File: src/rtl/cos_lut_arbiter.sv
// cos_lut_arbiter: round-robin sharing of one cosine_lut read port, with tag-matched response routing.
// Build option COS_ARB_PRIO0_EN: requester 0 gets fixed priority over a round-robin of the others.
module cos_lut_arbiter #(
  parameter int NUM_REQ     = 4,
  parameter int PHASE_W     = 9,
  parameter int DATA_W      = 18,
  parameter int LUT_LATENCY = 0
) (
  input  logic                       clk,
  input  logic                       rst_n,
  input  logic [NUM_REQ-1:0]         req_valid,
  input  logic [NUM_REQ*PHASE_W-1:0] req_phase,
  input  logic [NUM_REQ-1:0]         req_sin,
  output logic [NUM_REQ-1:0]         req_ready,
  output logic [PHASE_W-1:0]         lut_phase,
  input  logic signed [DATA_W-1:0]   lut_data,
  output logic [NUM_REQ-1:0]         rsp_valid,
  output logic signed [DATA_W-1:0]   rsp_data
);
  localparam int IDX_W = $clog2(NUM_REQ);
  localparam logic [IDX_W-1:0] LAST_IDX = IDX_W'(NUM_REQ - 1);
  localparam logic [PHASE_W-1:0] QUARTER = PHASE_W'(1) << (PHASE_W - 2);
`ifdef COS_ARB_PRIO0_EN
  localparam logic [IDX_W-1:0] PTR_INIT = IDX_W'(1);
`else
  localparam logic [IDX_W-1:0] PTR_INIT = '0;
`endif

  // sin(x) = cos(x - 90deg); the subtraction wraps around the full period
  function automatic logic [PHASE_W-1:0] rotate_phase(input logic [PHASE_W-1:0] phase,
                                                       input logic sin_mode);
    return sin_mode ? phase - QUARTER : phase;
  endfunction

  function automatic logic [NUM_REQ-1:0] onehot(input logic [IDX_W-1:0] idx);
    logic [NUM_REQ-1:0] v;
    v = '0;
    v[idx] = 1'b1;
    return v;
  endfunction

  function automatic logic [IDX_W-1:0] next_ptr(input logic [IDX_W-1:0] idx);
    if (idx == LAST_IDX) return PTR_INIT;
    return idx + IDX_W'(1);
  endfunction

  logic [IDX_W-1:0] ptr;
  logic [IDX_W-1:0] grant_idx;
  logic [IDX_W-1:0] cand;
  logic             grant_any;
  logic             accept;

  logic             tag_vld_p [LUT_LATENCY+1];
  logic [IDX_W-1:0] tag_idx_p [LUT_LATENCY+1];

  always_comb begin
    grant_idx = '0;
    grant_any = 1'b0;
    cand      = '0;
`ifdef COS_ARB_PRIO0_EN
    if (req_valid[0]) begin
      grant_any = 1'b1;
    end else begin
      // pointer lives in 1..NUM_REQ-1, so the rotation skips requester 0
      for (int off = 0; off < NUM_REQ - 1; off++) begin
        cand = IDX_W'(1 + ((int'(ptr) - 1 + off) % (NUM_REQ - 1)));
        if (!grant_any && req_valid[cand]) begin
          grant_any = 1'b1;
          grant_idx = cand;
        end
      end
    end
`else
    for (int off = 0; off < NUM_REQ; off++) begin
      cand = IDX_W'((int'(ptr) + off) % NUM_REQ);
      if (!grant_any && req_valid[cand]) begin
        grant_any = 1'b1;
        grant_idx = cand;
      end
    end
`endif
  end

  assign accept    = grant_any & rst_n;
  assign req_ready = accept ? onehot(grant_idx) : '0;

  always_ff @(posedge clk) begin
    if (!rst_n) begin
      ptr       <= PTR_INIT;
      lut_phase <= '0;
      rsp_valid <= '0;
      rsp_data  <= '0;
      for (int i = 0; i <= LUT_LATENCY; i++) tag_vld_p[i] <= 1'b0;
    end else begin
      // stage 0: address and tag launched together on the accept edge
      if (accept) begin
        lut_phase <= rotate_phase(req_phase[grant_idx*PHASE_W +: PHASE_W], req_sin[grant_idx]);
`ifdef COS_ARB_PRIO0_EN
        if (grant_idx != '0) ptr <= next_ptr(grant_idx);
`else
        ptr <= next_ptr(grant_idx);
`endif
      end
      tag_vld_p[0] <= accept;
      tag_idx_p[0] <= grant_idx;
      // stages 1..LUT_LATENCY: tag tracks the address through the LUT pipeline
      for (int i = 1; i <= LUT_LATENCY; i++) begin
        tag_vld_p[i] <= tag_vld_p[i-1];
        tag_idx_p[i] <= tag_idx_p[i-1];
      end
      // response stage: sample pairs with the tag leaving the last stage
      rsp_valid <= tag_vld_p[LUT_LATENCY] ? onehot(tag_idx_p[LUT_LATENCY]) : '0;
      if (tag_vld_p[LUT_LATENCY]) rsp_data <= lut_data;
    end
  end
endmodule

File: config.mk
export PLATFORM = sky130hd
export DESIGN_NAME = cos_lut_arbiter
export DESIGN_NICKNAME = d
export VERILOG_FILES = /design/src/rtl/cos_lut_arbiter.sv
export SDC_FILE = /design/constraint.sdc
export NUM_CORES = 1
export LEC_CHECK = 0
export CORE_MARGIN = 4
export CORE_UTILIZATION = 40
export DETAILED_ROUTE_END_ITERATION = 8
export PLACE_DENSITY = 0.83
export RECOVER_POWER = 100
export SYNTH_ARGS = -nofsm -noshare
export SYNTH_HDL_FRONTEND = slang
export SYNTH_SLANG_ARGS = --single-unit
export TNS_END_PERCENT = 20
File: constraint.sdc
create_clock -name clk -period 8.2 [get_ports clk]
set_clock_uncertainty 0.15 [all_clocks]
set_input_delay 2.46 -clock clk [delete_from_list [all_inputs] [get_ports clk]]
set_output_delay 2.46 -clock clk [all_outputs]
set_load 0.03 [all_outputs]
==> impl_metrics.json <==
{
  "yosysTopAreaCellShare_pct": 38.1,
  "clock_sinks": 36,
  "synthSimpleGateAreaFrac_pct": 28.8,
  "ys_types": 31,
  "die-area_mm2": 0.00560,
  "routed_wl_um": 4720,
  "synthXorXnorAreaFrac_pct": 0.491,
  "syn-num-nets": 273,
  "synth-compound-area-share_pct": 10.5,
  "grt_first_pass_wirelength_um": 7300,
  "num_rows": 24,
  "final_cell_mix": "63 x clkdlybuf4s50_1, 40 x nand2_1, 35 x dlygate4sd3_1, 34 x dfxtp_1, 27 x nand3_1",
  "wire_per_inst_um": 13.3,
  "die_x_um": 74.8,
  "crit_fanout": 20,
  "synth-adder-area-share_pct": 2.80,
  "start_kind": "input port",
  "drive_gt1_share_pct": 4.97,
  "vias_per_cell": 5.07,
  "setup_viol": 0,
  "rr_worst_depth": 8,
  "cts_tree": "done",
  "power.density_mw_per_mm2": 180,
  "fmax_mhz": 125,
  "vdd_drop_max_uv": 73.2,
  "post-route-period-util_pct": 97.2,
  "cp_slowest_cell": "dlygate4sd3_1",
  "clockBufferDepth": 2,
  "diodes": 0,
  "ioPinCount": 99,
  "cts-buffers-inserted": 5,
  "path_depth": 8,
  "synth_top_family_by_area": "simple AND/OR/NAND/NOR gates",
  "grt_max_degree": 25,
  "path_buf_inv": 3,
  "vias": 1795,
  "rsz0062_at_grt": "no",
  "max_stage_delay_ns": 0.62,
  "drt_iter0_markers": 39,
  "hold_path.class": "reg -> reg",
  "syn_to_final_growth_pct": 62.2,
  "synth-warning-count": 0,
  "cp_data_arrival_time_ns": 5.36,
  "cts_hold_buf": 0,
  "grt_remaining_overflow": 0,
  "antenna_found_initial": 0,
  "drtAntennaViolNets": 0,
  "worstPathCellList": "dlygate4sd3_1, mux2i_1, o22ai_2, nor2_4, clkinvlp_4, ha_1, and3_1, clkdlybuf4s50_1",
  "syn_area_per_cell_um2": 8.71,
  "tns_ns": 0,
  "synth_top_area_cell": "dfxtp_1",
  "final_hold_viol_count": 0,
  "synthArstFlopShare_pct": 0,
  "p_leak_nw": 1.25,
  "hpwl_um": 3630,
  "start_util_pct": 41.3,
  "final_common_cell": "clkdlybuf4s50_1",
  "ys.flop_type": "dfxtp_1",
  "hold_ws_ns": 0.313,
  "drc": 0,
  "maxSlewHeadroom_pct": 29.0,
  "status": "completed",
  "maxCapViolCount": 0,
  "first_global_vias": 1701,
  "syn-cell-area_mm2": 0.00179,
  "path_delay_family": "buffers and inverters",
  "core_region_area_mm2": 0.00432,
  "cp.required_ns": 5.59,
  "crit_path_end_kind": "output port",
  "path_clk_slew_ns": 0.07,
  "totalPowerFinal_mw": 0.523,
  "synth_cells": 205,
  "nets": 369,
  "ys_ff_latch": 36,
  "drt_pass1_iterations": 4,
  "synth_edf_count": 2,
  "worst_pin_slew_ns": 1.06,
  "cts_root_buffer": "clkbuf_8",
  "clock_latency_ns": 0.29,
  "grt_use_total_pct": 17.1,
  "path_class": "in -> out",
  "die_h_um": 74.8,
  "synth.top_cells.by_area": "dfxtp_1 38%, mux2i_1 13%, nand2_1 8.4%, nand3_1 7.6%, nor2b_1 6.3%",
  "synthMuxAreaShare_pct": 12.9,
  "hold_depth": 2,
  "h-tree-depth": 2,
  "yosysSeqAreaShare_pct": 41.5,
  "portBuffers": 98,
  "finalCriticalPeriod_ns": 7.97,
  "slew_viol_final": 0,
  "place_congestion": 0.867
}
[through the flow]
stage	utilization (%)	instance area, um2	std cells	setup WS [ns]
global route	67.0	2900	354	0.0665
global placement	65.0	2810	346	0.228
floorplan	-	1790	205	1.77
detailed placement	65.0	2810	346	0.156
CTS	67.1	2900	354	0.175
finish	67.0	2900	354	0.230
[cells by family (layout without fill, tap and decap cells)]
kind of cell	Yosys count	after routing
muxes	23	23
and+or+nand+nor	102	102
xor gates and xnor gates	1	1
DFF	36	36
buffers and inverters	14	111
AOI/OAI and AO/OA	25	25
adders and majority gates	4	4
[state kept, by name, indices dropped and copies added, names as in the netlist]
register   flops
tag_vld_p      1
lut_phase      9
rsp_data      18
rsp_valid      4
ptr            2
tag_idx_p      2
[synth_stat cells, types with 2 or more instances]
master,instances
nand2_1,40
nor2b_1,18
o21ai_0,4
ha_1,4
nor3b_1,3
clkbuf_1,10
o21a_1,3
a21boi_0,8
edfxtp_1,2
nor3_1,2
a21oi_1,4
and3_1,5
dfxtp_1,34
mux2i_1,23
nand3_1,27
inv_1,2
o22a_1,2
[per-layer routing]
metal	global-route usage (%)	part of all wire, %
met1	18.7	40
met2	28.5	46
met3	5.47	9.9
met4	10.9	3.6
met5	0	0
[where the power goes]
| part | leakage [nW] | internal (mW) | switching (mW) |
|---|---|---|---|
| Combinational | 0.902 | 0.0878 | 0.0975 |
| Sequential | 0.301 | 0.196 | 0.0134 |
| Clock | 0.0510 | 0.0669 | 0.0612 |
| Total | 1.25 | 0.350 | 0.172 |
[final cells by class]
type | instances | area, um2
fillers | 351 | 1430
repair buffers | 100 | 992
multi-input cells | 155 | 991
flip-flops and latches | 36 | 741
clock buffers | 6 | 82.6
well taps | 52 | 65.1
inverters | 3 | 15.0
clock inverters | 2 | 10.0
[final timing paths]
check / slack (ns) / end / start
worst max-delay path: 0.23 / req_ready[2] / req_valid[2]
worst min-delay path: 0.31 / lut_phase[6]$_SDFFE_PN0P_ / lut_phase[6]$_SDFFE_PN0P_
worst max register to register: 5.54 / lut_phase[8]$_SDFFE_PN0P_ / ptr[1]$_SDFFE_PN0P_
worst min register to register: 0.31 / lut_phase[6]$_SDFFE_PN0P_ / lut_phase[6]$_SDFFE_PN0P_
[repair_timing]
item / in CTS / in global routing
buffers inserted: 0 / 0
setup endpoints to repair: 0 / 2
resized for setup: 0 / 1
endpoints found under the hold margin: 0 / 0
[worst reg2reg max path, cell delays in order, from the launching register on]
cell and delay [ns]:
dfxtp_1 0.47, mux2i_1 0.31, o22ai_2 0.15, nor2_4 0.40, clkinvlp_4 0.44, mux2i_1 0.20, mux2i_1 0.18, xnor2_1 0.15
a21oi_1 0.08
(Power assumes the default switching activity.)
